`config.mk`:
```
export PLATFORM = sky130hd
export DESIGN_NAME = multi_cycle_adder_flat
export DESIGN_NICKNAME = d
export VERILOG_FILES = /design/src/rtl/multi_cycle_adder_if.sv /design/src/rtl/multi_cycle_adder.sv /design/src/flat_wrapper.sv
export SDC_FILE = /design/constraint.sdc
export NUM_CORES = 1
export LEC_CHECK = 0
export CELL_PAD_IN_SITES_DETAIL_PLACEMENT = 1
export CELL_PAD_IN_SITES_GLOBAL_PLACEMENT = 2
export CORE_MARGIN = 2
export CORE_UTILIZATION = 31
export CTS_CLUSTER_SIZE = 16
export DETAILED_ROUTE_END_ITERATION = 8
export PLACE_DENSITY = 0.82
export SLEW_MARGIN = 15
export SYNTH_ARGS = -nofsm -noshare
export SYNTH_HDL_FRONTEND = slang
export SYNTH_SLANG_ARGS = --single-unit
export TNS_END_PERCENT = 10
```
`constraint.sdc`:
```
create_clock -name clock -period 4.3 [get_ports clock]
set_input_delay 0.86 -clock clock [delete_from_list [all_inputs] [get_ports clock]]
set_output_delay 0.86 -clock clock [all_outputs]
set_load 0.05 [all_outputs]
```
`src/rtl/multi_cycle_adder_if.sv`:
```
// multi_cycle_adder_if
//   Handshake and data bundle for multi_cycle_adder.
//   master : operand producer / result consumer side
//   slave  : the adder itself
// Signals:
//   io_in_valid / io_in_ready   operand handshake
//   io_a, io_b, io_cin, io_sub  operands and operation select
//   io_out_valid / io_out_ready result handshake
//   io_sum, io_cout             result and carry out of the MSB
//   io_overflow                 signed overflow, present only when
//                               MULTI_CYCLE_ADDER_OVERFLOW_EN is defined
interface multi_cycle_adder_if #(
  parameter int WIDTH = 32
);
  logic             io_in_valid;
  logic             io_in_ready;
  logic [WIDTH-1:0] io_a;
  logic [WIDTH-1:0] io_b;
  logic             io_cin;
  logic             io_sub;
  logic             io_out_valid;
  logic             io_out_ready;
  logic [WIDTH-1:0] io_sum;
  logic             io_cout;
`ifdef MULTI_CYCLE_ADDER_OVERFLOW_EN
  logic             io_overflow;

  modport master (
    output io_in_valid, io_a, io_b, io_cin, io_sub, io_out_ready,
    input  io_in_ready, io_out_valid, io_sum, io_cout, io_overflow
  );

  modport slave (
    input  io_in_valid, io_a, io_b, io_cin, io_sub, io_out_ready,
    output io_in_ready, io_out_valid, io_sum, io_cout, io_overflow
  );
`else
  modport master (
    output io_in_valid, io_a, io_b, io_cin, io_sub, io_out_ready,
    input  io_in_ready, io_out_valid, io_sum, io_cout
  );

  modport slave (
    input  io_in_valid, io_a, io_b, io_cin, io_sub, io_out_ready,
    output io_in_ready, io_out_valid, io_sum, io_cout
  );
`endif
endinterface

```
`src/rtl/multi_cycle_adder.sv`:
```
// multi_cycle_adder
//   WIDTH-bit add/subtract unit that adds DIGIT bits per cycle, LSB digit
//   first, through a registered carry. One operation in flight at a time.
//   Optional feature macro: MULTI_CYCLE_ADDER_OVERFLOW_EN (adds io_overflow).
// Ports:
//   clock  rising-edge clock
//   reset  asynchronous active-low reset
//   io     multi_cycle_adder_if.slave (operand / result handshakes)
//
// state | meaning
// ------+-------------------------------------------------------------
// IDLE  | ready for operands (io_in_ready=1)
// RUN   | adding one digit per edge, digit index idx_q
// DONE  | result presented (io_out_valid=1) until io_out_ready
module multi_cycle_adder #(
  parameter int WIDTH = 32,
  parameter int DIGIT = 4
) (
  input  logic               clock,
  input  logic               reset,
  multi_cycle_adder_if.slave io
);

  localparam int STEPS = WIDTH / DIGIT;
  localparam int IDX_W = (STEPS > 1) ? $clog2(STEPS) : 1;

  typedef enum logic [1:0] {
    ST_IDLE = 2'd0,
    ST_RUN  = 2'd1,
    ST_DONE = 2'd2
  } state_t;

  state_t state_q, state_d;

  logic [WIDTH-1:0] a_q;
  logic [WIDTH-1:0] b_q;        // already inverted for subtract
  logic             carry_q;
  logic [IDX_W-1:0] idx_q;
  logic [WIDTH-1:0] sum_q;
  logic             cout_q;

  logic             accept;
  logic             step;
  logic             last_digit;
  logic             in_ready;
  logic             out_valid;

  logic [DIGIT-1:0] a_dig;
  logic [DIGIT-1:0] b_dig;
  logic [DIGIT-1:0] dig_sum;
  logic             dig_cout;

  assign last_digit = (idx_q == IDX_W'(STEPS - 1));

  always_ff @(posedge clock or negedge reset) begin
    if (!reset) begin
      state_q <= ST_IDLE;
    end else begin
      state_q <= state_d;
    end
  end

  always_comb begin
    state_d   = state_q;
    in_ready  = 1'b0;
    out_valid = 1'b0;
    accept    = 1'b0;
    step      = 1'b0;
    case (state_q)
      ST_IDLE: begin
        in_ready = 1'b1;
        if (io.io_in_valid) begin
          accept  = 1'b1;
          state_d = ST_RUN;
        end
      end
      ST_RUN: begin
        step = 1'b1;
        if (last_digit) begin
          state_d = ST_DONE;
        end
      end
      ST_DONE: begin
        out_valid = 1'b1;
        if (io.io_out_ready) begin
          state_d = ST_IDLE;
        end
      end
      default: begin
        state_d = ST_IDLE;
      end
    endcase
  end

  // Digit select by comparing against every constant digit position keeps
  // all part-select bases constant.
  always_comb begin
    a_dig = '0;
    b_dig = '0;
    for (int j = 0; j < STEPS; j++) begin
      if (idx_q == IDX_W'(j)) begin
        a_dig = a_q[j*DIGIT +: DIGIT];
        b_dig = b_q[j*DIGIT +: DIGIT];
      end
    end
  end

  assign {dig_cout, dig_sum} = {1'b0, a_dig} + {1'b0, b_dig} + {{DIGIT{1'b0}}, carry_q};

  always_ff @(posedge clock or negedge reset) begin
    if (!reset) begin
      a_q     <= '0;
      b_q     <= '0;
      carry_q <= 1'b0;
      idx_q   <= '0;
      sum_q   <= '0;
      cout_q  <= 1'b0;
    end else if (accept) begin
      // Subtract is A + ~B + 1; cin is ignored in that case.
      a_q     <= io.io_a;
      b_q     <= io.io_sub ? ~io.io_b : io.io_b;
      carry_q <= io.io_sub ? 1'b1 : io.io_cin;
      idx_q   <= '0;
    end else if (step) begin
      for (int j = 0; j < STEPS; j++) begin
        if (idx_q == IDX_W'(j)) begin
          sum_q[j*DIGIT +: DIGIT] <= dig_sum;
        end
      end
      carry_q <= dig_cout;
      idx_q   <= idx_q + 1'b1;
      if (last_digit) begin
        cout_q <= dig_cout;
      end
    end
  end

`ifdef MULTI_CYCLE_ADDER_OVERFLOW_EN
  logic ovf_q;

  // The final digit result carries the sum MSB, so overflow is resolved on
  // the same edge as cout.
  always_ff @(posedge clock or negedge reset) begin
    if (!reset) begin
      ovf_q <= 1'b0;
    end else if (step && last_digit) begin
      ovf_q <= (a_q[WIDTH-1] == b_q[WIDTH-1]) && (dig_sum[DIGIT-1] != a_q[WIDTH-1]);
    end
  end

  assign io.io_overflow = ovf_q;
`endif

  assign io.io_in_ready  = in_ready;
  assign io.io_out_valid = out_valid;
  assign io.io_sum       = sum_q;
  assign io.io_cout      = cout_q;

endmodule

```
`src/flat_wrapper.sv`:
```
// flat-port wrapper written by rule: the top's interface ports become plain ports
module multi_cycle_adder_flat 
#(
  parameter int WIDTH = 32,
  parameter int DIGIT = 4
)
  (clock, reset, io_io_in_valid, io_io_a, io_io_b, io_io_cin, io_io_sub, io_io_out_ready, io_io_in_ready, io_io_out_valid, io_io_sum, io_io_cout);
  multi_cycle_adder_if #(.WIDTH(WIDTH)) io_i ();
  input  logic clock;
  input  logic reset;
  input wire logic [$bits(io_i.io_in_valid)-1:0] io_io_in_valid;
  input wire logic [$bits(io_i.io_a)-1:0] io_io_a;
  input wire logic [$bits(io_i.io_b)-1:0] io_io_b;
  input wire logic [$bits(io_i.io_cin)-1:0] io_io_cin;
  input wire logic [$bits(io_i.io_sub)-1:0] io_io_sub;
  input wire logic [$bits(io_i.io_out_ready)-1:0] io_io_out_ready;
  output wire logic [$bits(io_i.io_in_ready)-1:0] io_io_in_ready;
  output wire logic [$bits(io_i.io_out_valid)-1:0] io_io_out_valid;
  output wire logic [$bits(io_i.io_sum)-1:0] io_io_sum;
  output wire logic [$bits(io_i.io_cout)-1:0] io_io_cout;
  assign io_i.io_in_valid = io_io_in_valid;
  assign io_i.io_a = io_io_a;
  assign io_i.io_b = io_io_b;
  assign io_i.io_cin = io_io_cin;
  assign io_i.io_sub = io_io_sub;
  assign io_i.io_out_ready = io_io_out_ready;
  assign io_io_in_ready = io_i.io_in_ready;
  assign io_io_out_valid = io_i.io_out_valid;
  assign io_io_sum = io_i.io_sum;
  assign io_io_cout = io_i.io_cout;
  multi_cycle_adder #(.WIDTH(WIDTH), .DIGIT(DIGIT)) u_core (.clock(clock), .reset(reset), .io(io_i));
endmodule
```
==> Word-level counts from Yosys, hierarchy flattened <==
Index checks and enable logic that the tools add are counted.
{ "op_classes": {"n_eq_ne": 12, "muxes": 31, "bitwise_logic": 2, "reduce_logical": 12, "add_sub_neg": 3} }
{ "op_table": {"columns": ["op", "count"], "rows": [
  ["$mux 4", 16],
  ["$mux 32", 1],
  ["$not 32->32", 1],
  ["$reduce_and 3->1", 9],
  ["$eq 3x3->1 const B", 4],
  ["$mux 1", 8],
  ["$eq 3x2->1 const B", 2],
  ["$mux 2", 3],
  ["$mux 3", 2],
  ["$pmux 2 s3", 1],
  ["$add 4x4->5", 1],
  ["$add 5x1->5", 1],
  ["$ne 2x2->1 const B", 2],
  ["$add 3x1->3 const B", 1],
  ["$eq 3x1->1 const B", 1],
  ["$logic_not 3->1", 1],
  ["$eq 2x1->1 const B", 1],
  ["$eq 2x2->1 const B", 1],
  ["$logic_not 2->1", 1],
  ["$ne 2x1->1 const B", 1],
  ["$reduce_bool 2->1", 1],
  ["$not 1->1", 1]
]} }
{ "totals": {"out_inout_bits": 35, "wordCells": 74, "reg_bits": 103, "inputBits": 70} }

==> Depth between registers and ports, before layout <==
Gate-level depths: netlist of run 1.
{ "logic_depth": {"word_depth": 13, "mapped_depth": 16} }

==> Least setup slack after synthesis of run 1 <==
Ideal clock, no wire load.
{ "synth_path": {"path_type": "reg-to-reg", "startpoint": "reg u_core.idx_q[0]", "endpoint": "reg u_core.sum_q[31] (netlist: u_core.io.io_sum[31])", "n_path_buf": 2, "stages_incl_launch_ff": 13, "t_arrival_ns": 2.995, "slack_ns": 1.164, "synth_period_minus_slack_ns": 3.136, "setup_time_ns": 0.140, "path_cell_list": "dfrtp_1 > ha_1 > ha_1 > buf_2 > buf_4 > nor2b_1 > a2111oi_0 > a21oi_1 > fa_1 > a21o_1 > a21oi_1 > xor2_1 > o21ai_0"} }
{ "synth_via": {"elab_chain_len": 11, "elab_cells_between_ends": 27, "cone_classes": "add/sub (2); eq/ne (7); mux (16); reduce/logical (2)"} }
{ "synth_lines": {"columns": ["element", "line", "rtl"], "rows": [
  ["from (decl)", "multi_cycle_adder.sv:38", "logic [IDX_W-1:0] idx_q;"],
  ["from (signal assigned)", "multi_cycle_adder.sv:131", "idx_q <= idx_q + 1'b1;"],
  ["$logic_not 3->1", "multi_cycle_adder.sv:101", "if (idx_q == IDX_W'(j)) begin"],
  ["$mux 4 (8 in a row)", "multi_cycle_adder.sv:101", null],
  ["$add 4x4->5", "multi_cycle_adder.sv:108", "assign {dig_cout, dig_sum} = {1'b0, a_dig} + {1'b0, b_dig} + {{DIGIT{1'b0}}, carry_q};"],
  ["$add 5x1->5", "multi_cycle_adder.sv:108", null],
  ["to (signal, indexed assignment)", "multi_cycle_adder.sv:127", "sum_q[j*DIGIT +: DIGIT] <= dig_sum;"],
  ["to (decl)", "multi_cycle_adder.sv:39", "logic [WIDTH-1:0] sum_q;"]
]} }
Several ways; a longest one is shown, not always the timed one.
A chain may end at the register's enable or synchronous reset.

==> Worst setup path after layout of run 1 <==
Ends and elaborated chain as after synthesis.

==> results.py, run 1 <==
metrics = {
    "synthesis": {
        "muxShareOfSynthArea": 0.0211,
        "synth_edf_count": 0,
        "async_flop_share": 1.00,
        "synth-compound-area-share": 0.147,
        "synth.distinct_cells": 47,
        "syn_nets": 638,
        "synthAdderAreaFrac": 0.0299,
        "synth_cells": 557,
        "synth_top_family_by_area": "simple AND/OR/NAND/NOR gates",
        "synth_xor_area_frac": 0.0584,
        "syn_area_mm2": 0.00510,
        "yosysSeqAreaShare": 0.506,
        "yosys.area_share.simple": 0.189,
        "synth-seq-cells": 103,
        "ys_warn_count": 0,
        "post_synth.cell_area_avg_um2": 9.15,
        "synthFlopType": "dfrtp_1",
    },
    "cts": {
        "h-tree-depth": 3,
        "tritoncts": "done",
        "cts-root-buf": "clkbuf_16",
        "insertion_delay_ns": 0.36,
        "cts.clk_slew.worst_paths_ns": 0.07,
        "cts_buffers": 9,
        "holdBufCountCts": 0,
        "cts_resized": 0,
        "cts_setup_buffers": 0,
        "cts_max_path_buffers": 2,
        "clock_sinks": 103,
    },
    "die": {
        "io_pins": 105,
        "core-area_mm2": 0.0160,
        "die_w_um": 132,
        "num_rows": 46,
        "fp.dieH_um": 132,
        "initial_core_util": 0.319,
        "die_area_mm2": 0.0175,
    },
    "timing": {
        "finalHoldViolCount": 0,
        "whs_ns": 0.481,
        "slew_violations": 0,
        "max_slew.worst_pin.slew_ns": 0.973,
        "fmaxAchievable_ghz": 0.274,
        "setup_viol": 0,
        "min_period_over_period": 0.848,
        "skew_ns": 0.00916,
        "relSlewSlack": 0.349,
        "finalCriticalPeriod_ns": 3.65,
        "rsz0062_at_grt": "no",
        "setup-tns-final_ns": 0,
    },
    "setup_path": {
        "slowest_delay_ns": 0.66,
        "criticalPathCategory": "flip-flop to flip-flop",
        "regToRegStartpoint": "u_core.idx_q[0]",
        "cp_max_fo": 19,
        "end_kind": "flip-flop",
        "arrival_ns": 3.86,
        "startpoint_type": "flip-flop",
        "r2r_slack_ns": 0.65,
        "reg2reg_to": "u_core.io.io_sum[31]",
        "cp_cell_sequence": "inv_1, ha_1, buf_4, nor3b_1, o32ai_1, nand3_1, a32oi_1, fa_1, a21o_1, a21oi_1, xor2_1, o21ai_0",
        "critical_path_required_ns": 4.52,
        "rr_worst_depth": 12,
        "slowest_stage": "ha_1",
    },
    "layout": {
        "final_common_cell": "nand2_1",
        "diodes": 0,
        "final_nets": 727,
        "drive_gt1_frac": 0.0630,
        "syn2layout_area_growth_pct": 29.3,
        "mostFrequentLayoutCells": "nand2_1, dfrtp_1, clkdlybuf4s50_1",
    },
    "routing": {
        "firstDrtPassIters": 4,
        "drt-total-wl_um": 14000,
        "antenna_left": 0,
        "via_count": 4172,
        "drt_iter0_markers": 234,
        "post_drt_wl_per_cell_um": 16.1,
        "drc": 0,
        "vias_per_cell": 4.81,
    },
    "grt": {
        "antenna_found_initial": 0,
        "grt_pass1_wl_um": 23300,
        "grt-ovfl-total": 0,
        "grt_pass1_vias": 4465,
        "grt_usage": 0.168,
        "grt_max_degree": 89,
    },
    "outcome": {
        "status": "complete, no violations",
    },
    "min_path": {
        "hold_depth": 2,
        "hold_end": "u_core.b_q[29]",
        "min_path_type": "flip-flop to flip-flop",
        "min_from": "u_core.b_q[29]",
    },
    "placed_design": {
        "gp_congestion": 0.838,
        "port_buffers": 104,
        "dp_hpwl_um": 10300,
    },
    "run": {
        "cap_viol_max_count": 0,
    },
    "pwr": {
        "peakVddDrop_mv": 0.394,
        "leakage_nw": 2.85,
        "power.total_mw": 5.83,
        "powerDensity_mw_per_mm2": 885,
    },
}
==> per-layer routing <==
layer | global-route usage | vias to the layer above | wire (um) | part of all wire
met5 | 0 | - | 0 | 0
met4 | 0.0615 | 0 | 253 | 0.018
met3 | 0.0304 | 15 | 553 | 0.040
met2 | 0.273 | 88 | 6390 | 0.46
met1 | 0.225 | 2039 | 6750 | 0.48
li1 | - | 2030 | - | -
==> per-stage QoR <==
stage	utilization	std cells	setup WS [ns]	instance area, um^2
5_1_grt	0.412	867	0.339	6590
3_5_place_dp	0.393	851	0.621	6280
4_1_cts	0.412	867	0.603	6590
2_1_floorplan	-	557	1.16	5100
3_3_place_gp	0.393	851	0.827	6280
6_report	0.412	867	0.654	6590
==> synthesized netlist by cell type, drive strengths merged (6+ instances only) <==
| cell | n | share of area |
|---|---|---|
| buf | 28 | 0.032 |
| nand2b | 10 | 0.012 |
| inv | 17 | 0.013 |
| nand3 | 13 | 0.017 |
| a21oi | 16 | 0.016 |
| dfrtp | 103 | 0.51 |
| nor2 | 11 | 0.0081 |
| nor2b | 11 | 0.014 |
| mux2 | 8 | 0.019 |
| xnor2 | 28 | 0.048 |
| xor2 | 6 | 0.010 |
| clkbuf | 7 | 0.0052 |
| nand2 | 164 | 0.12 |
| o21ai | 79 | 0.078 |
| ha | 9 | 0.022 |
==> state kept, by name (all words and copies together), names as in the netlist <==
name / cells
u_core.carry_q: 1
u_core.io.io_cout: 1
u_core.state_q: 2
u_core.a_q: 32
u_core.io.io_sum: 32
u_core.b_q: 32
u_core.idx_q: 3
==> critical path, delay by kind of cell, from the launching register on <==
kind / cells / cell delay (ns)
adder cells (fa/ha/maj): 2 / 1.12
AO/OA/AOI/OAI: 5 / 0.78
XOR/XNOR: 1 / 0.50
flip-flops: 1 / 0.42
buffers and inverters: 2 / 0.39
AND/OR/NAND/NOR: 2 / 0.29
==> how the worst max path moves through the flow <==
stage / start / to / slack, ns / cells after the start
3_5_place_dp: u_core.idx_q[0] / u_core.io.io_sum[31] / 0.62 / 12
3_3_place_gp: u_core.idx_q[0] / u_core.io.io_sum[31] / 0.83 / 12
5_1_grt: u_core.idx_q[0] / u_core.io.io_sum[31] / 0.34 / 12
2_1_floorplan: u_core.idx_q[0] / u_core.io.io_sum[31] / 1.16 / 12
6_report: u_core.idx_q[0] / u_core.io.io_sum[31] / 0.65 / 12
4_1_cts: u_core.idx_q[0] / u_core.io.io_sum[31] / 0.60 / 12
==> power by group <==
group / leakage, nW / internal [mW] / switching [mW]
Sequential: 1.28 / 1.43 / 0.294
Clock: 0.148 / 0.460 / 0.392
Combinational: 1.42 / 1.15 / 2.10
Total: 2.85 / 3.04 / 2.79
==> cell families (layout without fill, tap and decap cells) <==
kind of cell / Yosys count / after routing
AO/OA/AOI/OAI: 128 / 128
XOR/XNOR: 34 / 34
adder cells (fa/ha/maj): 11 / 11
buffers and inverters: 52 / 146
flip-flops: 103 / 103
multiplexers: 9 / 9
AND/OR/NAND/NOR: 220 / 220
==> cell type report <==
class / count / area (um^2)
Tap cell: 216 / 270
Fill cell: 1879 / 9410
Clock inverter: 7 / 80.1
Clock buffer: 9 / 225
Sequential cell: 103 / 2580
Inverter: 17 / 63.8
Multi-Input combinational cell: 402 / 2270
Timing Repair Buffer: 113 / 1100
No activity file was read; power rests on OpenSTA's default activity.
==> run 2, diff against run 1 <==
==> constraint.sdc (replaced) <==
create_clock -name clock -period 3.5 [get_ports clock]
set_input_delay 0.7 -clock clock [delete_from_list [all_inputs] [get_ports clock]]
set_output_delay 0.7 -clock clock [all_outputs]
set_load 0.05 [all_outputs]
==> run 2 against run 1 <==
Net effect: flip-flop and latch count did not move; utilization rose by 0.67 points; via count rose by 0.29%; global-route usage barely moved; fmax rose by 13%; wire length rose by 0.66%; critical endpoint is now u_core.io.io_sum[14]; largest cell class unchanged.
==> results.py, run 2 (synthesis gave the netlist of run 1 again) <==
metrics = {
    "routing": {
        "antenna_left": 0,
        "drt-total-wl_um": 14000,
        "firstDrtPassIters": 4,
        "drt_iter0_markers": 215,
        "via_count": 4184,
        "drc": 0,
        "post_drt_wl_per_cell_um": 16.1,
        "vias_per_cell": 4.79,
    },
    "min_path": {
        "min_path_type": "input port to asynchronous set/reset pin",
    },
    "grt": {
        "grt-ovfl-total": 0,
        "grt_usage": 0.168,
        "grt_pass1_wl_um": 23300,
        "grt_max_degree": 89,
        "antenna_found_initial": 0,
        "grt_pass1_vias": 4431,
    },
    "layout": {
        "multiInputGateArea_mm2": 0.00228,
        "final_nets": 734,
        "fillCellCount": 1879,
        "stdcell_count": 874,
        "syn2layout_area_growth_pct": 31.4,
        "regArea_mm2": 0.00258,
        "drive_gt1_frac": 0.0760,
        "mostFrequentLayoutCells": "nand2_1, dfrtp_1, clkdlybuf4s50_1",
        "postLayoutCellArea_mm2": 0.00670,
        "diodes": 0,
        "final_util": 0.419,
        "final_common_cell": "nand2_1",
    },
    "setup_path": {
        "arrival_ns": 3.49,
        "startpoint_type": "flip-flop",
        "criticalPathCategory": "flip-flop to flip-flop",
        "end_kind": "flip-flop",
        "critical_path_required_ns": 3.75,
        "cp_max_fo": 13,
    },
    "timing": {
        "whs_ns": 0.402,
        "setup_viol": 0,
        "relSlewSlack": 0.385,
        "rsz0062_at_grt": "no",
        "min_period_over_period": 0.924,
        "slew_violations": 0,
        "fmaxAchievable_ghz": 0.309,
        "setup-tns-final_ns": 0,
        "finalHoldViolCount": 0,
        "finalCriticalPeriod_ns": 3.23,
        "worst_slack_ns": 0.265,
        "skew_ns": 0.00536,
        "max_slew.worst_pin.slew_ns": 0.921,
    },
    "die": {
        "num_rows": 46,
        "core-area_mm2": 0.0160,
        "io_pins": 105,
        "die_w_um": 132,
        "initial_core_util": 0.319,
        "fp.dieH_um": 132,
        "die_area_mm2": 0.0175,
    },
    "placed_design": {
        "port_buffers": 104,
        "place_ws_ns": 0.139,
        "placed_cell_area_mm2": 0.00637,
        "gp_congestion": 0.849,
        "dp_hpwl_um": 10500,
        "dp.cells": 858,
    },
    "cts": {
        "cts_max_path_buffers": 2,
        "cts_setup_buffers": 0,
        "holdBufCountCts": 0,
        "cts_buffers": 9,
        "insertion_delay_ns": 0.36,
        "tritoncts": "done",
        "h-tree-depth": 3,
        "clock_sinks": 103,
        "cts.clk_slew.worst_paths_ns": 0.07,
        "cts-root-buf": "clkbuf_16",
        "cts_resized": 0,
    },
    "run": {
        "cap_viol_max_count": 0,
    },
    "outcome": {
        "status": "complete, no violations",
    },
    "pwr": {
        "power.total_mw": 7.29,
        "powerDensity_mw_per_mm2": 1090,
        "peakVddDrop_mv": 0.664,
        "leakage_nw": 2.90,
    },
}
## run 2: cell count changes in the layout (fill, tap and decap cells not counted)
| cell | delta |
|---|---|
| buf_4 | +4 |
| buf_12 | +3 |
| clkinv_4 | -1 |
| ha_2 | +2 |
| ha_1 | -2 |
| inv_8 | -1 |
| inv_6 | -1 |
| clkbuf_8 | +3 |
## run 2: layer usage
layer,wire (um),global-route usage
met5,0,0
met4,205,0.0591
met3,679,0.0323
met2,6740,0.280
met1,6420,0.219
## run 2: final timing paths
| check | from | to | slack [ns] | cells after the start |
|---|---|---|---|---|
| setup / recovery | u_core.idx_q[1] | u_core.io.io_sum[14] | 0.27 | 13 |
| hold / removal | reset | u_core.io.io_sum[12] | 0.40 | 1 |
| setup reg to reg | u_core.idx_q[1] | u_core.io.io_sum[14] | 0.27 | 13 |
| hold reg to reg | u_core.b_q[10] | u_core.b_q[10] | 0.48 | 2 |
| max in group asynchronous | reset | u_core.a_q[4] | 2.42 | 2 |
| min in group clock | u_core.b_q[10] | u_core.b_q[10] | 0.48 | 2 |
## run 2: where the power goes
group | internal (mW) | total [mW] | leakage (nW) | switching [mW]
Clock | 0.614 | 1.07 | 0.155 | 0.454
Combinational | 1.54 | 4.12 | 1.46 | 2.58
Sequential | 1.76 | 2.10 | 1.28 | 0.343
## run 2: area by class of cell
class	count	area share
clock inverters	4	0.00766
well taps	216	0.0403
multi-input cells	402	0.340
repair buffers	120	0.178
clock buffers	12	0.0398
inverters	17	0.00952
flip-flops and latches	103	0.385
## run 2: critical path: stages, from the launching register on
cell and delay, ns:
dfrtp_1 0.41, inv_1 0.12, ha_1 0.51, buf_4 0.28, nand2_1 0.07, o211ai_1 0.09, nand3_1 0.09, a32oi_1 0.30
fa_1 0.25, inv_1 0.06, fa_1 0.40, xor2_1 0.16, buf_4 0.17, o21ai_0 0.23
